===== src/rtl/char_scroller_pkg.sv =====
// Shared character codes, 7-segment patterns and sizing helper for the
// character scroller.
package char_scroller_pkg;

    localparam logic [1:0] CHAR_H = 2'b00;
    localparam logic [1:0] CHAR_E = 2'b01;
    localparam logic [1:0] CHAR_L = 2'b10;
    localparam logic [1:0] CHAR_O = 2'b11;

    // Active-low segments, bit6=g .. bit0=a
    localparam logic [6:0] SEG_H     = 7'b0001001;
    localparam logic [6:0] SEG_E     = 7'b0000110;
    localparam logic [6:0] SEG_L     = 7'b1000111;
    localparam logic [6:0] SEG_O     = 7'b1000000;
    localparam logic [6:0] SEG_BLANK = 7'b1111111;

    // Never returns less than 1 so a 2-digit build still gets a 1-bit POS.
    function automatic int clog2(input int n);
        int r;
        r = 0;
        while ((1 << r) < n) r++;
        return (r < 1) ? 1 : r;
    endfunction

endpackage


===== src/rtl/char_seg7.sv =====
// One digit decoder: 2-bit character code plus valid flag to active-low
// 7-segment pattern; an empty slot shows blank.
module char_seg7
    import char_scroller_pkg::*;
(
    input  logic [1:0] code,
    input  logic       valid,
    output logic [6:0] seg
);

    always_comb begin
        seg = SEG_BLANK;
        if (valid) begin
            case (code)
                CHAR_H:  seg = SEG_H;
                CHAR_E:  seg = SEG_E;
                CHAR_L:  seg = SEG_L;
                default: seg = SEG_O;
            endcase
        end
    end

endmodule


===== src/rtl/char_scroller.sv =====
// Loads selected characters into a digit shift register and, while RUN is
// high, rotates the stored word across NUM_DIGITS 7-segment displays.
module char_scroller
    import char_scroller_pkg::*;
#(
    parameter int NUM_DIGITS = 4,
    parameter int TICK_DIV   = 25000000,
    parameter int CNT_W      = 25,
    parameter int POS_W      = clog2(NUM_DIGITS)
) (
    input  logic                    CLOCK_50,
    input  logic                    RST,
    input  logic [1:0]              CHAR,
    input  logic                    LOAD,
    input  logic                    RUN,
    output logic [7*NUM_DIGITS-1:0] HEX,
    output logic [POS_W-1:0]        POS,
    output logic                    TICK
);

    logic [NUM_DIGITS-1:0][1:0] digit;
    logic [NUM_DIGITS-1:0]      valid;
    logic [CNT_W-1:0]           cnt;
    logic                       load_q;
    logic                       load_pulse;
    logic                       wrap;

    assign load_pulse = LOAD & ~load_q;
    assign wrap       = RUN && (cnt == CNT_W'(TICK_DIV - 1));

    // TICK is registered so it lines up with the rotated contents on HEX.
    always_ff @(posedge CLOCK_50) begin
        if (RST) begin
            load_q <= 1'b0;
            cnt    <= '0;
            TICK   <= 1'b0;
        end else begin
            load_q <= LOAD;
            TICK   <= wrap;
            if (!RUN || wrap)
                cnt <= '0;
            else
                cnt <= cnt + 1'b1;
        end
    end

    // A load on the wrap cycle wins and swallows that step's rotation.
    always_ff @(posedge CLOCK_50) begin
        if (RST) begin
            digit <= '0;
            valid <= '0;
            POS   <= '0;
        end else if (load_pulse) begin
            digit <= {digit[NUM_DIGITS-2:0], CHAR};
            valid <= {valid[NUM_DIGITS-2:0], 1'b1};
        end else if (wrap) begin
            digit <= {digit[NUM_DIGITS-2:0], digit[NUM_DIGITS-1]};
            valid <= {valid[NUM_DIGITS-2:0], valid[NUM_DIGITS-1]};
            if (POS == POS_W'(NUM_DIGITS - 1))
                POS <= '0;
            else
                POS <= POS + 1'b1;
        end
    end

    for (genvar i = 0; i < NUM_DIGITS; i++) begin : g_digit
        char_seg7 u_seg (
            .code  (digit[i]),
            .valid (valid[i]),
            .seg   (HEX[7*i +: 7])
        );
    end

endmodule


===== config.mk =====
export PLATFORM = sky130hd
export DESIGN_NAME = char_scroller
export DESIGN_NICKNAME = d
export VERILOG_FILES = /design/src/rtl/char_scroller_pkg.sv /design/src/rtl/char_seg7.sv /design/src/rtl/char_scroller.sv
export SDC_FILE = /design/constraint.sdc
export NUM_CORES = 1
export LEC_CHECK = 0
export ABC_AREA = 1
export BUFFER_PORTS_ARGS = -buffer_cell sky130_fd_sc_hd__buf_2
export CAP_MARGIN = 20
export CORE_MARGIN = 5
export CORE_UTILIZATION = 57
export DETAILED_ROUTE_END_ITERATION = 7
export PLACE_DENSITY_LB_ADDON = 0.2
export SLEW_MARGIN = 10
export SYNTH_ARGS = -nofsm -noshare
export SYNTH_HDL_FRONTEND = slang
export SYNTH_SLANG_ARGS = --single-unit

===== constraint.sdc =====
create_clock -name CLOCK_50 -period 3.6 [get_ports CLOCK_50]
set_input_delay 0.18 -clock CLOCK_50 [delete_from_list [all_inputs] [get_ports CLOCK_50]]
set_output_delay 0.18 -clock CLOCK_50 [all_outputs]
set_load 0.005 [all_outputs]

# Yosys cells after proc, flatten, opt, wreduce, memory -nomap -nowiden
# Cells that the tools add are included.
[totals]
ff_bits = 41
wordCells = 47
output_inout_bits = 31
in_bits = 6
[classes]
n_addsub = 2
n_bitwise = 3
eq_ne = 10
n_reduce_logical = 10
n_mux = 13
[ops]
columns = ["op", "n"]
rows = [
  ["$pmux 7 s3", 4],
  ["$mux 7", 4],
  ["$add 25x1->25 const B", 1],
  ["$eq 25x25->1 const B", 1],
  ["$mux 8", 2],
  ["$eq 2x2->1 const B", 5],
  ["$eq 2x1->1 const B", 4],
  ["$logic_not 2->1", 4],
  ["$mux 4", 2],
  ["$add 2x1->2 const B", 1],
  ["$mux 2", 1],
  ["$not 1->1", 2],
  ["$reduce_and 2->1", 1],
  ["$reduce_bool 2->1", 1],
  ["$reduce_or 2->1", 1],
  ["$and 1x1->1", 1],
  ["$logic_and 1x1->1", 1],
  ["$logic_not 1->1", 1],
  ["$logic_or 1x1->1", 1],
]

# Depth between registers and ports, before layout
# Gate-level depths: netlist of run 1.
[depth]
depth_word = 4
ltp_mapped = 11

# By module
# Synthesis of run 1 repeated with hierarchy kept, for this count alone.
[hier_totals]
cells_unflattened = 371
area_unflattened_um2 = 2471.1
[by_module_without_submodules]
columns = ["mod", "n_inst", "cells_per_inst", "area_each_um2"]
rows = [
  ["char_scroller", 1, 307, 2095.8],
  ["char_seg7", 4, 16, 93.8],
]

# Worst setup path before layout of run 1
# OpenSTA, ideal clock, no wires.
[synth_path]
path_kind = "register to register"
startpoint = "reg cnt[0]"
endpoint = "reg cnt[18]"
n_path_buf = 0
setup_slack_ns = 2.189
stages_incl_launch_ff = 9
synth_period_minus_slack_ns = 1.411
setup_time_ns = 0.120
arrival_time_ns = 1.291
path_cell_list = "dfxtp_1 -> ha_1 -> nand3_2 -> nor2_2 -> nand2_1 -> nor2_1 -> nand2_1 -> nor2_1 -> nor3_2"
[synth_between]
elab_chain_len = 4
elab_cells_between_ends = 5
classes_between = "1 x add/sub; 1 x eq/ne; 3 x reduce/logical"
[synth_lines]
columns = ["element", "line", "rtl"]
rows = [
  ["start: declaration", "char_scroller.sv:23", "logic [CNT_W-1:0] cnt;"],
  ["start signal: assignment", "char_scroller.sv:43", "cnt <= cnt + 1'b1;"],
  ["parallel branches: the longest is 4 deep, another holds $add 25x1->25", "n/a", ""],
]
# Several ways; the timed one is not identified.
# A chain may end at the register's enable or synchronous reset.

# Worst setup path in the final report of run 1
# Same ends and word-level chain as after synthesis.

==> impl_metrics.tcl, run 1 <==
set metrics [dict create \
    status "completed" \
    grt_pass1_vias 2152 \
    worstSkewPairLatency_ps 290 \
    period_share 0.4725 \
    clockBufferDepth 2 \
    start_kind "register" \
    via_per_inst 4.965 \
    crit_path_start "cnt[0]" \
    crit_type "reg -> reg" \
    hold_viol 0 \
    routed_wirelength_um 5221 \
    post_cts_buffers 0 \
    placed_cell_area_um2 2639 \
    clock-sinks 41 \
    antenna_found_initial 0 \
    final-seq-area_um2 820.8 \
    powerDensity_nw_per_um2 337.8 \
    io_buffers 36 \
    drv_slew 0 \
    hold_buffers 0 \
    via_count 2244 \
    worstMarginPinSlew_ps 689.5 \
    grtUsageTotal 0.1891 \
    tns_ps 0 \
    max-slew-margin-rel 0.5399 \
    post-place-ws_ps 1866 \
    final_nets 420 \
    fin_util 0.6343 \
    hold_start "RST" \
    ys_types 27 \
    reg2reg_to "cnt[18]" \
    grt_pass1_wl_um 9280 \
    synth_seq_area_share 0.3269 \
    min_path_cells 2 \
    synth_area_leader_cell "dfxtp_1" \
    ir_drop_uv 197.5 \
    drt_iter0_markers 158 \
    synth_warnings 0 \
    fin_ws_ps 1899 \
    multiInputGateArea_um2 1378 \
    clk_pin_slew_ps 80 \
    grt_max_degree 26 \
    ff2ff_path_depth 6 \
    grt_overflow_total 0 \
    end_kind "register" \
    routedWlPerCell_um 11.55 \
    reg2reg_from "cnt[0]" \
    finClkSkew_ps 6.233 \
    die_area_um2 5833 \
    cts_tree "done" \
    finalSetupViolCount 0 \
    die_h_um 76.38 \
    cap_violations 0 \
    core_area_um2 4324 \
    syn_nets 392 \
    max_freq_ghz 0.5879 \
    rows 24 \
    drc 0 \
    reg2reg_slack_ps 1900 \
    power_leakage_nw 1.126 \
    cts_buffers 5 \
    finalInstanceArea_um2 2743 \
    cts-resized-gates 0 \
    critPathMaxFanout 25 \
    synth_area_per_cell_um2 6.750 \
    arrival_ps 1920 \
    crit_required_ps 3820 \
    area_growth_pct 9.218 \
    root_buffer "clkbuf_8" \
    diodes 0 \
    rsz0062_at_grt "false" \
    netlist_area_um2 2511 \
    drtAntennaViolNets 0 \
    yosys.area.top_type_share 0.3269 \
    globalplace.congestion 0.8551 \
    start_util 0.5807 \
    hold_end "load_q" \
    synth.area.top_cells "dfxtp_1, nand2_1, nor2_1" \
    fillers 440 \
    first_pass_iters 5 \
    drive_gt1_frac 0.1900 \
    die_w_um 76.38 \
    place.detailed.hpwl_um 4053 \
    fin_crit_ps 1701 \
    cts_max_level 2 \
    synthCells 372 \
    io_pins 37 \
    hp-class "in -> reg" \
    ys_ff_latch 41 \
]
critical path, cell delays in order (launching register included):
cell and delay (ps):
dfxtp_1 340, ha_1 240, nand3_2 150, nor2_4 70, nand2_1 100, nand3_2 420
nor3_2 300
kinds of logic after synthesis:
group,share of synthesized area
simple gates,0.4006
xor+xnor,0.02442
compound gates,0.05381
flops,0.3269
fa+ha+maj,0.06976
buf+inv,0.1246
layer usage:
metal  GRT usage  vias up  wire length (um)  part of all wire
li1            -     1191                 -                 -
met1      0.2211     1000              2232              0.43
met2      0.3322       47              2618              0.50
met3     0.05319        6               294             0.056
met4     0.05769        0                76             0.015
met5           0        -                 0                 0
cells in the final DEF, fill, tap and decap left out, types with 5 or more instances in the layout:
cell and count:
nand3_1 18, nor2_2 5, or2_2 9, nand2_1 88
inv_1 48, a21oi_1 22, nor2_1 65, dfxtp_1 41
buf_2 36, ha_1 14, clkbuf_8 5, nand4_1 9
o21ai_0 5
synthesized netlist by cell type (all sizes together):
cell	n
nand3b	3
dfxtp	41
ha	14
nand3	22
nor3	6
xor2	3
nand2	92
nand4	9
nor3b	1
inv	52
o21ai	5
nor2	74
a21oi	22
clkbuf	2
or2	9
buf	13
xnor2	4
worst max path at each step:
stage | endpoint | slack (ps) | cells after the start
after detailed placement | cnt[15] | 1870 | 6
after CTS | cnt[15] | 1860 | 6
after floorplan | cnt[18] | 2190 | 8
after global routing | cnt[21] | 1680 | 6
after global placement | cnt[18] | 1910 | 6
final | cnt[18] | 1900 | 6
cell type report:
class | count | area share
multi-input cells | 264 | 0.5023
flip-flops and latches | 41 | 0.2993
inverters | 52 | 0.07117
repair buffers | 36 | 0.06569
clock buffers | 5 | 0.02509
well taps | 52 | 0.02372
clock inverters | 2 | 0.01277
state kept, by name (all words and copies together) (netlist names):
register / count
POS: 2
TICK: 1
cnt: 25
digit: 8
load_q: 1
valid: 4
metrics by stage:
step,hold WS [ps],power (mW),instances
after global routing,65.38,0.9796,452
final,49.65,0.9263,452
after global placement,355.0,0.5801,445
after floorplan,252.4,0.5569,372
after detailed placement,358.5,0.5823,445
after CTS,44.30,0.9395,452
power breakdown:
group	switching, mW	internal (mW)
registers	0.0105	0.465
logic	0.0537	0.0406
clock network	0.155	0.202
Power figures use the tool's default switching activity.
==> run 2, diff against run 1 <==
- ABC_AREA: 1 -> 0
- CORE_UTILIZATION: 57 -> 52
- clock period: 3.6 -> 1.4 ns (I/O delays scaled with it)
==> impl_metrics.tcl, run 2 <==
set metrics [dict create \
    reg2reg_from "cnt[7]" \
    via_count 2530 \
    hold_end "load_q" \
    grt_overflow_total 0 \
    grtUsageTotal 0.2068 \
    fin_ws_ps -261.2 \
    finalInstanceArea_um2 3561 \
    crit_required_ps 1590 \
    routedWlPerCell_um 14.38 \
    hold_buffers 0 \
    placed_cell_area_um2 3074 \
    finalSetupViolCount 45 \
    die_w_um 79.70 \
    powerDensity_nw_per_um2 629.3 \
    dp_cells 429 \
    post-place-ws_ps -284.0 \
    final_cell_mix "buf_4, buf_2, nand2_1" \
    clock-sinks 41 \
    core_area_um2 4723 \
    ir_drop_uv 568.4 \
    ff2ff_path_depth 4 \
    layout.cells.non_filler 456 \
    max_freq_ghz 0.6020 \
    io_pins 37 \
    syn_nets 321 \
    final_nets 408 \
    routed_wirelength_um 6557 \
    rsz0062_at_grt "true" \
    min_path_cells 2 \
    hp-class "in -> reg" \
    area_growth_pct 40.96 \
    worstSkewPairLatency_ps 290 \
    violations "negative setup slack" \
    worstMarginPinSlew_ps 391.6 \
    place.detailed.hpwl_um 4250 \
    cts_tree "done" \
    status "finished with violations" \
    hold_viol 0 \
    die_area_um2 6352 \
    reg2reg_to "POS[0]" \
    fin_util 0.7539 \
    tns_ps -9191 \
    synth_ff_type "dfxtp_1" \
    async_flop_share 0 \
    synthCells 301 \
    io_buffers 36 \
    netlist_area_um2 2526 \
    yosys-top-cells-count "dfxtp_1, nand2_1, nor2_1, or4_1, inv_1" \
    fin_crit_ps 1661 \
    period_share 1.187 \
    max_flop_register "cnt" \
    grt_max_degree 29 \
    clockBufferDepth 2 \
    reg2reg_slack_ps -260 \
    drive_gt1_frac 0.4576 \
    grt_pass1_vias 2382 \
    drc 0 \
    power_leakage_nw 1.380 \
    fillers 350 \
    synth_edf_count 0 \
    root_buffer "clkbuf_8" \
    diodes 0 \
    start_util 0.5348 \
    ys_types 40 \
    cts_max_level 2 \
    synth.area.top_cells "dfxtp_1, ha_1, or4_1" \
    arrival_ps 1850 \
    end_kind "register" \
    drtAntennaViolNets 0 \
    largest_reg_flops 25 \
    globalplace.congestion 0.7871 \
    via_per_inst 5.548 \
    finClkSkew_ps 10.10 \
    clk_pin_slew_ps 80 \
    start_kind "register" \
    synth_area_leader_cell "dfxtp_1" \
    max-slew-margin-rel 0.7389 \
    die_h_um 79.70 \
    cap_violations 0 \
    antenna_found_initial 0 \
    crit_type "reg -> reg" \
    first_pass_iters 4 \
    largestRegisters "cnt x25, digit x8, valid x4" \
    drt_iter0_markers 150 \
    synth_warnings 0 \
    cts_buffers 5 \
    critPathMaxFanout 14 \
    yosysMostFrequentCell "dfxtp_1" \
    synth_seq_area_share 0.3249 \
    hold_start "LOAD" \
    layout_commonest_cell "buf_4" \
    yosys.area.top_type_share 0.3249 \
    grt_pass1_wl_um 10610 \
    synth_area_per_cell_um2 8.393 \
    rows 25 \
    drv_slew 0 \
    ys_ff_latch 41 \
]
run 2: changes by cell type in the layout (fill, tap and decap cells not counted), moves of 11 or more:
cell	previous run	this run
or4_1	0	18
inv_1	48	10
buf_4	0	60
nor2_1	65	18
dfxtp_2	0	16
buf_6	0	12
dfxtp_1	41	20
nand2_1	88	28
nor4_1	0	11
ha_1	14	2
run 2: cells by family after synthesis:
| kind of cell | after synthesis | synth area share |
|---|---|---|
| XOR/XNOR | 11 | 0.03814 |
| AND/OR/NAND/NOR | 139 | 0.3363 |
| adder cells (fa/ha/maj) | 14 | 0.06934 |
| AO/OA/AOI/OAI | 49 | 0.1298 |
| multiplexers | 2 | 0.008420 |
| flip-flops | 41 | 0.3249 |
| buffers and inverters | 45 | 0.09311 |
run 2: final cells by class:
class,count,area (um^2),share of cell area
Inverter,17,68.82,0.01933
Sequential cell,41,859.6,0.2414
Tap cell,67,83.83,0.02354
Timing Repair Buffer,106,785.8,0.2207
Multi-Input combinational cell,217,1683,0.4726
Clock buffer,8,80.08,0.02249
run 2: what timing repair did:
item,in CTS,in global routing
setup endpoints to repair,51,49
pin swaps,14,4
gates cloned,2,0
buffers inserted,16,2
gates resized for setup,56,13
run 2: worst max-delay path by stage:
| stage | startpoint | to | slack (ps) | cells after the start |
|---|---|---|---|---|
| 2_1_floorplan | cnt[0] | digit[2] | -200 | 6 |
| 6_report | cnt[7] | POS[0] | -260 | 4 |
| 3_5_place_dp | cnt[4] | POS[0] | -280 | 4 |
| 3_3_place_gp | cnt[3] | POS[0] | -260 | 4 |
| 5_1_grt | cnt[7] | digit[6] | -360 | 4 |
| 4_1_cts | cnt[7] | POS[0] | -250 | 4 |
run 2: critical path, stage by stage (launching register included):
cell,delay (ps)
dfxtp_2,350
nor4_4,340
nand4_4,220
or3_4,380
mux2_2,270
run 2: through the flow:
| step | hold slack [ps] | power, mW |
|---|---|---|
| finish | 15.90 | 2.241 |
| detailed placement | 315.8 | 1.451 |
| floorplan | 198.2 | 1.367 |
| CTS | 15.75 | 2.226 |
| global placement | 311.6 | 1.445 |
| global route | 31.73 | 2.323 |
run 2: power breakdown:
group | internal (mW) | switching, mW | total, mW | leakage, nW
Combinational | 0.131 | 0.141 | 0.272 | 0.997
Sequential | 1.18 | 0.0260 | 1.21 | 0.343
Clock | 0.355 | 0.408 | 0.763 | 0.0395
run 2: metal layers:
metal  part of all wire  wire, um  GRT usage  vias to the layer above
met4              0.019       122    0.06701                        0
met5                  0         0          0                        -
met1               0.42      2749     0.2270                     1194
li1                   -         -          -                     1272
met3              0.030       199    0.03837                       15
met2               0.53      3486     0.3940                       49
